$ cat src/rtl/gonso_wb_master.sv
// Wishbone classic single-transfer master.
// Takes one command at a time on a valid/ready port, runs a single
// Wishbone cycle with an optional ack/err timeout, and returns the
// result on a valid/ready response port. All outputs are registered.
module gonso_wb_master #(
  parameter int TIMEOUT = 255
) (
  input  logic        clk,
  input  logic        rst,
  input  logic        cmd_valid,
  output logic        cmd_ready,
  input  logic        cmd_we,
  input  logic [31:0] cmd_addr,
  input  logic [31:0] cmd_wdata,
  input  logic [3:0]  cmd_sel,
  output logic        rsp_valid,
  input  logic        rsp_ready,
  output logic [31:0] rsp_rdata,
  output logic        rsp_err,
  output logic        rsp_timeout,
  output logic        wbm_cyc_o,
  output logic        wbm_stb_o,
  output logic        wbm_we_o,
  output logic [31:0] wbm_adr_o,
  output logic [31:0] wbm_dat_o,
  output logic [3:0]  wbm_sel_o,
  input  logic [31:0] wbm_dat_i,
  input  logic        wbm_ack_i,
  input  logic        wbm_err_i
);

  // Counter is wide enough to hold TIMEOUT itself, where it saturates.
  localparam int CNT_W = (TIMEOUT < 2) ? 1 : $clog2(TIMEOUT + 1);
  localparam logic [CNT_W-1:0] CNT_MAX  = CNT_W'(TIMEOUT);
  localparam logic [CNT_W-1:0] CNT_LAST = (TIMEOUT > 0) ? CNT_W'(TIMEOUT - 1) : '0;
  localparam logic [CNT_W-1:0] CNT_ONE  = CNT_W'(1);

  typedef enum logic [1:0] {
    S_IDLE,
    S_BUS,
    S_RESP
  } state_t;

  state_t            state, state_n;
  logic [CNT_W-1:0]  cnt, cnt_n;
  logic              cmd_ready_n;
  logic              cyc_n, we_n;
  logic [31:0]       adr_n, dat_n;
  logic [3:0]        sel_n;
  logic              rsp_valid_n, rsp_err_n, rsp_timeout_n;
  logic [31:0]       rsp_rdata_n;

  // Next-state and next-output logic; every register holds by default.
  always_comb begin
    state_n       = state;
    cnt_n         = cnt;
    cyc_n         = wbm_cyc_o;
    we_n          = wbm_we_o;
    adr_n         = wbm_adr_o;
    dat_n         = wbm_dat_o;
    sel_n         = wbm_sel_o;
    rsp_valid_n   = rsp_valid;
    rsp_rdata_n   = rsp_rdata;
    rsp_err_n     = rsp_err;
    rsp_timeout_n = rsp_timeout;

    case (state)
      S_IDLE: begin
        if (cmd_valid && cmd_ready) begin
          state_n = S_BUS;
          cyc_n   = 1'b1;
          we_n    = cmd_we;
          adr_n   = cmd_addr;
          dat_n   = cmd_wdata;
          sel_n   = cmd_sel;
          cnt_n   = '0;
        end
      end
      S_BUS: begin
        // err beats ack, and either beats a timeout in the same cycle.
        if (wbm_err_i) begin
          state_n       = S_RESP;
          cyc_n         = 1'b0;
          rsp_valid_n   = 1'b1;
          rsp_rdata_n   = '0;
          rsp_err_n     = 1'b1;
          rsp_timeout_n = 1'b0;
        end else if (wbm_ack_i) begin
          state_n       = S_RESP;
          cyc_n         = 1'b0;
          rsp_valid_n   = 1'b1;
          rsp_rdata_n   = wbm_we_o ? 32'd0 : wbm_dat_i;
          rsp_err_n     = 1'b0;
          rsp_timeout_n = 1'b0;
        end else if ((TIMEOUT > 0) && (cnt == CNT_LAST)) begin
          state_n       = S_RESP;
          cyc_n         = 1'b0;
          rsp_valid_n   = 1'b1;
          rsp_rdata_n   = '0;
          rsp_err_n     = 1'b1;
          rsp_timeout_n = 1'b1;
        end else if (cnt != CNT_MAX) begin
          cnt_n = cnt + CNT_ONE;
        end
      end
      S_RESP: begin
        if (rsp_ready) begin
          state_n     = S_IDLE;
          rsp_valid_n = 1'b0;
        end
      end
      default: state_n = S_IDLE;
    endcase

    cmd_ready_n = (state_n == S_IDLE);
  end

  // State and registered outputs; reset clears everything and drops the bus.
  always_ff @(posedge clk) begin
    if (rst) begin
      state       <= S_IDLE;
      cnt         <= '0;
      cmd_ready   <= 1'b0;
      wbm_cyc_o   <= 1'b0;
      wbm_stb_o   <= 1'b0;
      wbm_we_o    <= 1'b0;
      wbm_adr_o   <= '0;
      wbm_dat_o   <= '0;
      wbm_sel_o   <= '0;
      rsp_valid   <= 1'b0;
      rsp_rdata   <= '0;
      rsp_err     <= 1'b0;
      rsp_timeout <= 1'b0;
    end else begin
      state       <= state_n;
      cnt         <= cnt_n;
      cmd_ready   <= cmd_ready_n;
      wbm_cyc_o   <= cyc_n;
      wbm_stb_o   <= cyc_n;
      wbm_we_o    <= we_n;
      wbm_adr_o   <= adr_n;
      wbm_dat_o   <= dat_n;
      wbm_sel_o   <= sel_n;
      rsp_valid   <= rsp_valid_n;
      rsp_rdata   <= rsp_rdata_n;
      rsp_err     <= rsp_err_n;
      rsp_timeout <= rsp_timeout_n;
    end
  end

endmodule

$ cat config.mk
export PLATFORM = sky130hd
export DESIGN_NAME = gonso_wb_master
export DESIGN_NICKNAME = d
export VERILOG_FILES = /design/src/rtl/gonso_wb_master.sv
export SDC_FILE = /design/constraint.sdc
export NUM_CORES = 1
export LEC_CHECK = 0
export CAP_MARGIN = 20
export CORE_MARGIN = 1.5
export CORE_UTILIZATION = 40
export CTS_CLUSTER_DIAMETER = 150
export DETAILED_ROUTE_END_ITERATION = 7
export PLACE_DENSITY = 0.8
export SYNTH_ARGS = -nofsm -noshare
export SYNTH_HDL_FRONTEND = slang
export SYNTH_SLANG_ARGS = --single-unit
$ cat constraint.sdc
create_clock -name clk -period 3.77 [get_ports clk]
set_input_delay 0.754 -clock clk [delete_from_list [all_inputs] [get_ports clk]]
set_output_delay 0.754 -clock clk [all_outputs]
set_load 0.05 [all_outputs]
==> out/results.ini <==
[grt]
grt_pass1_vias = 4347
grt_max_degree = 60
antenna_found_initial = 0
grt_use_total_pct = 22.2
overflow = 0
grt_first_pass_wirelength_um = 20400

[placed_design]
io_buffer_count = 213
place_area_um2 = 6550
dp_hpwl_um = 9040
place_inst = 857
place_congestion = 0.770

[timing]
max_freq_mhz = 395
rsz0062_at_grt = no
period_share_pct = 67.2
worst_pin_slew_ns = 0.785
drv_slew = 0
setup_viol = 0
hold-worst-slack_ns = 0.448
relSlewSlack_pct = 47.7
period_needed_ns = 2.53
setup_tns_ns = 0
clock_skew_ns = 0.0130
hold_viol = 0

[floorplan]
initial_core_util_pct = 41.7
die_area_um2 = 11500
die_h_um = 107
rows = 37
fp.coreArea_um2 = 10400
top_level_ports = 214
die_x_um = 107

[power]
ir_worst_vdd_mv = 0.374
swShare_pct = 31.5
powerDensity_nw_per_um2 = 586
pwr-share-seq_pct = 33.0
pwr-share-clk_pct = 42.0
leakagePower_nw = 2.52
comb_power_share_pct = 25.1
power.switching_mw = 1.33
intPower_mw = 2.89

[cts]
clk_path_buf_depth = 2
root_buffer = clkbuf_8
cts_max_level = 4
cts_buffers = 17
cts_tree = built
clkTransAtPathRegs_ns = 0.06
ctsHoldBuffers = 0
ctsResizeCount = 0
clock_sinks = 116
cts_setup_buffers = 0
clk_latency_ns = 0.50

[route]
dr.pass1.iters = 5
drtAntennaViolNets = 0
routed_wl_um = 13200
drt_iter0_drc = 160
remaining_drc_errors = 0
wl_per_cell_um = 14.8
vias_per_cell = 5.07
vias = 4509

[critical_path]
path_buf_inv = 1
cp_data_required_time_ns = 3.02
slowest_stage = clkdlybuf4s50_1
crit_path_end_kind = output port
cp_cell_sequence = clkdlybuf4s50_1
critPathMaxStageDelay_ns = 0.86
crit_fanout = 6
cp.arrival_ns = 1.78
path_class = reg -> out
cp_top_family = buffers and inverters
critPathLaunchType = flop

[hold_path]
min_path_type = reg -> reg

[yosys]
ys_seq_area_share_pct = 53.5
syn_inst = 542
synth_flop_cell = dfxtp_1
ys_ff_latch = 116
synth_warnings = 0
synth_cell_types = 38
synth_area_leaders = dfxtp_1, nand2_1, a21oi_1
yosys.area.top_type = dfxtp_1
netlist.area_leader.share_pct = 53.5
synth_nets = 655
netlist_area_um2 = 4340
syn_avg_cell_area_um2 = 8.02
synth-edff-count = 0
synth_async_sr_flop_share_pct = 0

[layout]
final_area_um2 = 7210
drive_gt1_share_pct = 6.51
sequential_cell_area_um2 = 2320
multi_input_area_um2 = 1860
nets = 853
n_fill_cell = 818
area_growth_pct = 65.9
diodes = 0
stdcell_count = 889

[run_status]
status = finished clean

[job]
maxCapViolCount = 0

-- worst min-delay path: cells and delay by family, from the launching register on --
| kind | cells | cell delay, ns |
|---|---|---|
| flip-flops | 1 | 0.30 |
| AND/OR/NAND/NOR | 1 | 0.05 |
| AO/OA/AOI/OAI | 1 | 0.05 |
-- cells in the final DEF, fill, tap and decap left out, types with 6 or more instances in the layout --
cell,synthesis,final
clkdlybuf4s50_1,0,212
nand2_1,176,176
dfxtp_1,116,116
a21oi_1,108,108
nand3_1,36,35
clkbuf_16,0,16
buf_4,1,7
inv_1,6,6
nor3_1,6,6
nor2_1,6,6
ha_1,6,6
-- path summary, 6_finish.rpt --
path,start,endpoint,slack [ns],cells after the start
worst max-delay path,cmd_ready,cmd_ready,1.24,1
worst min register to register,rsp_rdata[17],rsp_rdata[17],0.45,2
worst min-delay path,rsp_rdata[17],rsp_rdata[17],0.45,2
worst max register to register,state[0],cnt[5],1.55,6
-- sequential cells by signal (all words and copies together), names as in the netlist, 2 cells and up --
name,count
state,2
rsp_rdata,32
cnt,8
wbm_sel_o,4
wbm_dat_o,32
wbm_adr_o,32
-- layer usage --
| metal | up-vias | wire length, µm | share of wire, % | GRT usage, % |
|---|---|---|---|---|
| met4 | 0 | 318 | 2.4 | 9.05 |
| met2 | 142 | 6790 | 51 | 38.9 |
| met3 | 26 | 865 | 6.6 | 6.63 |
| li1 | 2227 | - | - | - |
| met1 | 2114 | 5220 | 40 | 25.0 |
| met5 | - | 0 | 0 | 0 |
-- metrics by stage --
| stage | utilization [%] | power [mW] | setup slack (ns) |
|---|---|---|---|
| finish | 69.2 | 4.22 | 1.24 |
| global route | 69.2 | 4.39 | 1.19 |
| CTS | 69.2 | 4.25 | 1.22 |
| detailed placement | 62.8 | 2.47 | 1.06 |
| global placement | 62.8 | 2.45 | 1.10 |
| floorplan | - | 2.08 | 1.70 |
-- cell families after synthesis --
family | count (synthesis) | synth area share [%]
AND/OR/NAND/NOR | 241 | 23.7
AO/OA/AOI/OAI | 133 | 16.9
flip-flops | 116 | 53.5
buffers and inverters | 46 | 4.20
adder cells (fa/ha/maj) | 6 | 1.73
-- power groups by stage --
| stage | logic (mW) | clock network (mW) | registers (mW) |
|---|---|---|---|
| after floorplan | 0.319 | 0 | 1.76 |
| after global routing | 1.13 | 1.86 | 1.40 |
| after global placement | 1.04 | 0 | 1.41 |
| after CTS | 1.06 | 1.80 | 1.39 |
| after detailed placement | 1.05 | 0 | 1.42 |
| final | 1.06 | 1.77 | 1.39 |
-- layout make-up --
cell class,count,area share [%]
clock inverters,13,3.04
well taps,136,2.36
clock buffers,19,6.13
flip-flops and latches,116,32.2
multi-input cells,380,25.8
inverters,6,0.313
repair buffers,219,30.2
-- synthesized netlist by cell type (all sizes together), types with 4 or more instances --
| master | number |
|---|---|
| nand2 | 176 |
| ha | 6 |
| clkbuf | 34 |
| nand3 | 36 |
| dfxtp | 116 |
| nor3 | 6 |
| nor2 | 6 |
| inv | 6 |
| buf | 6 |
| or4 | 4 |
| o21ai | 4 |
| a21oi | 108 |
Note: power is estimated with default switching activity, not from simulation.
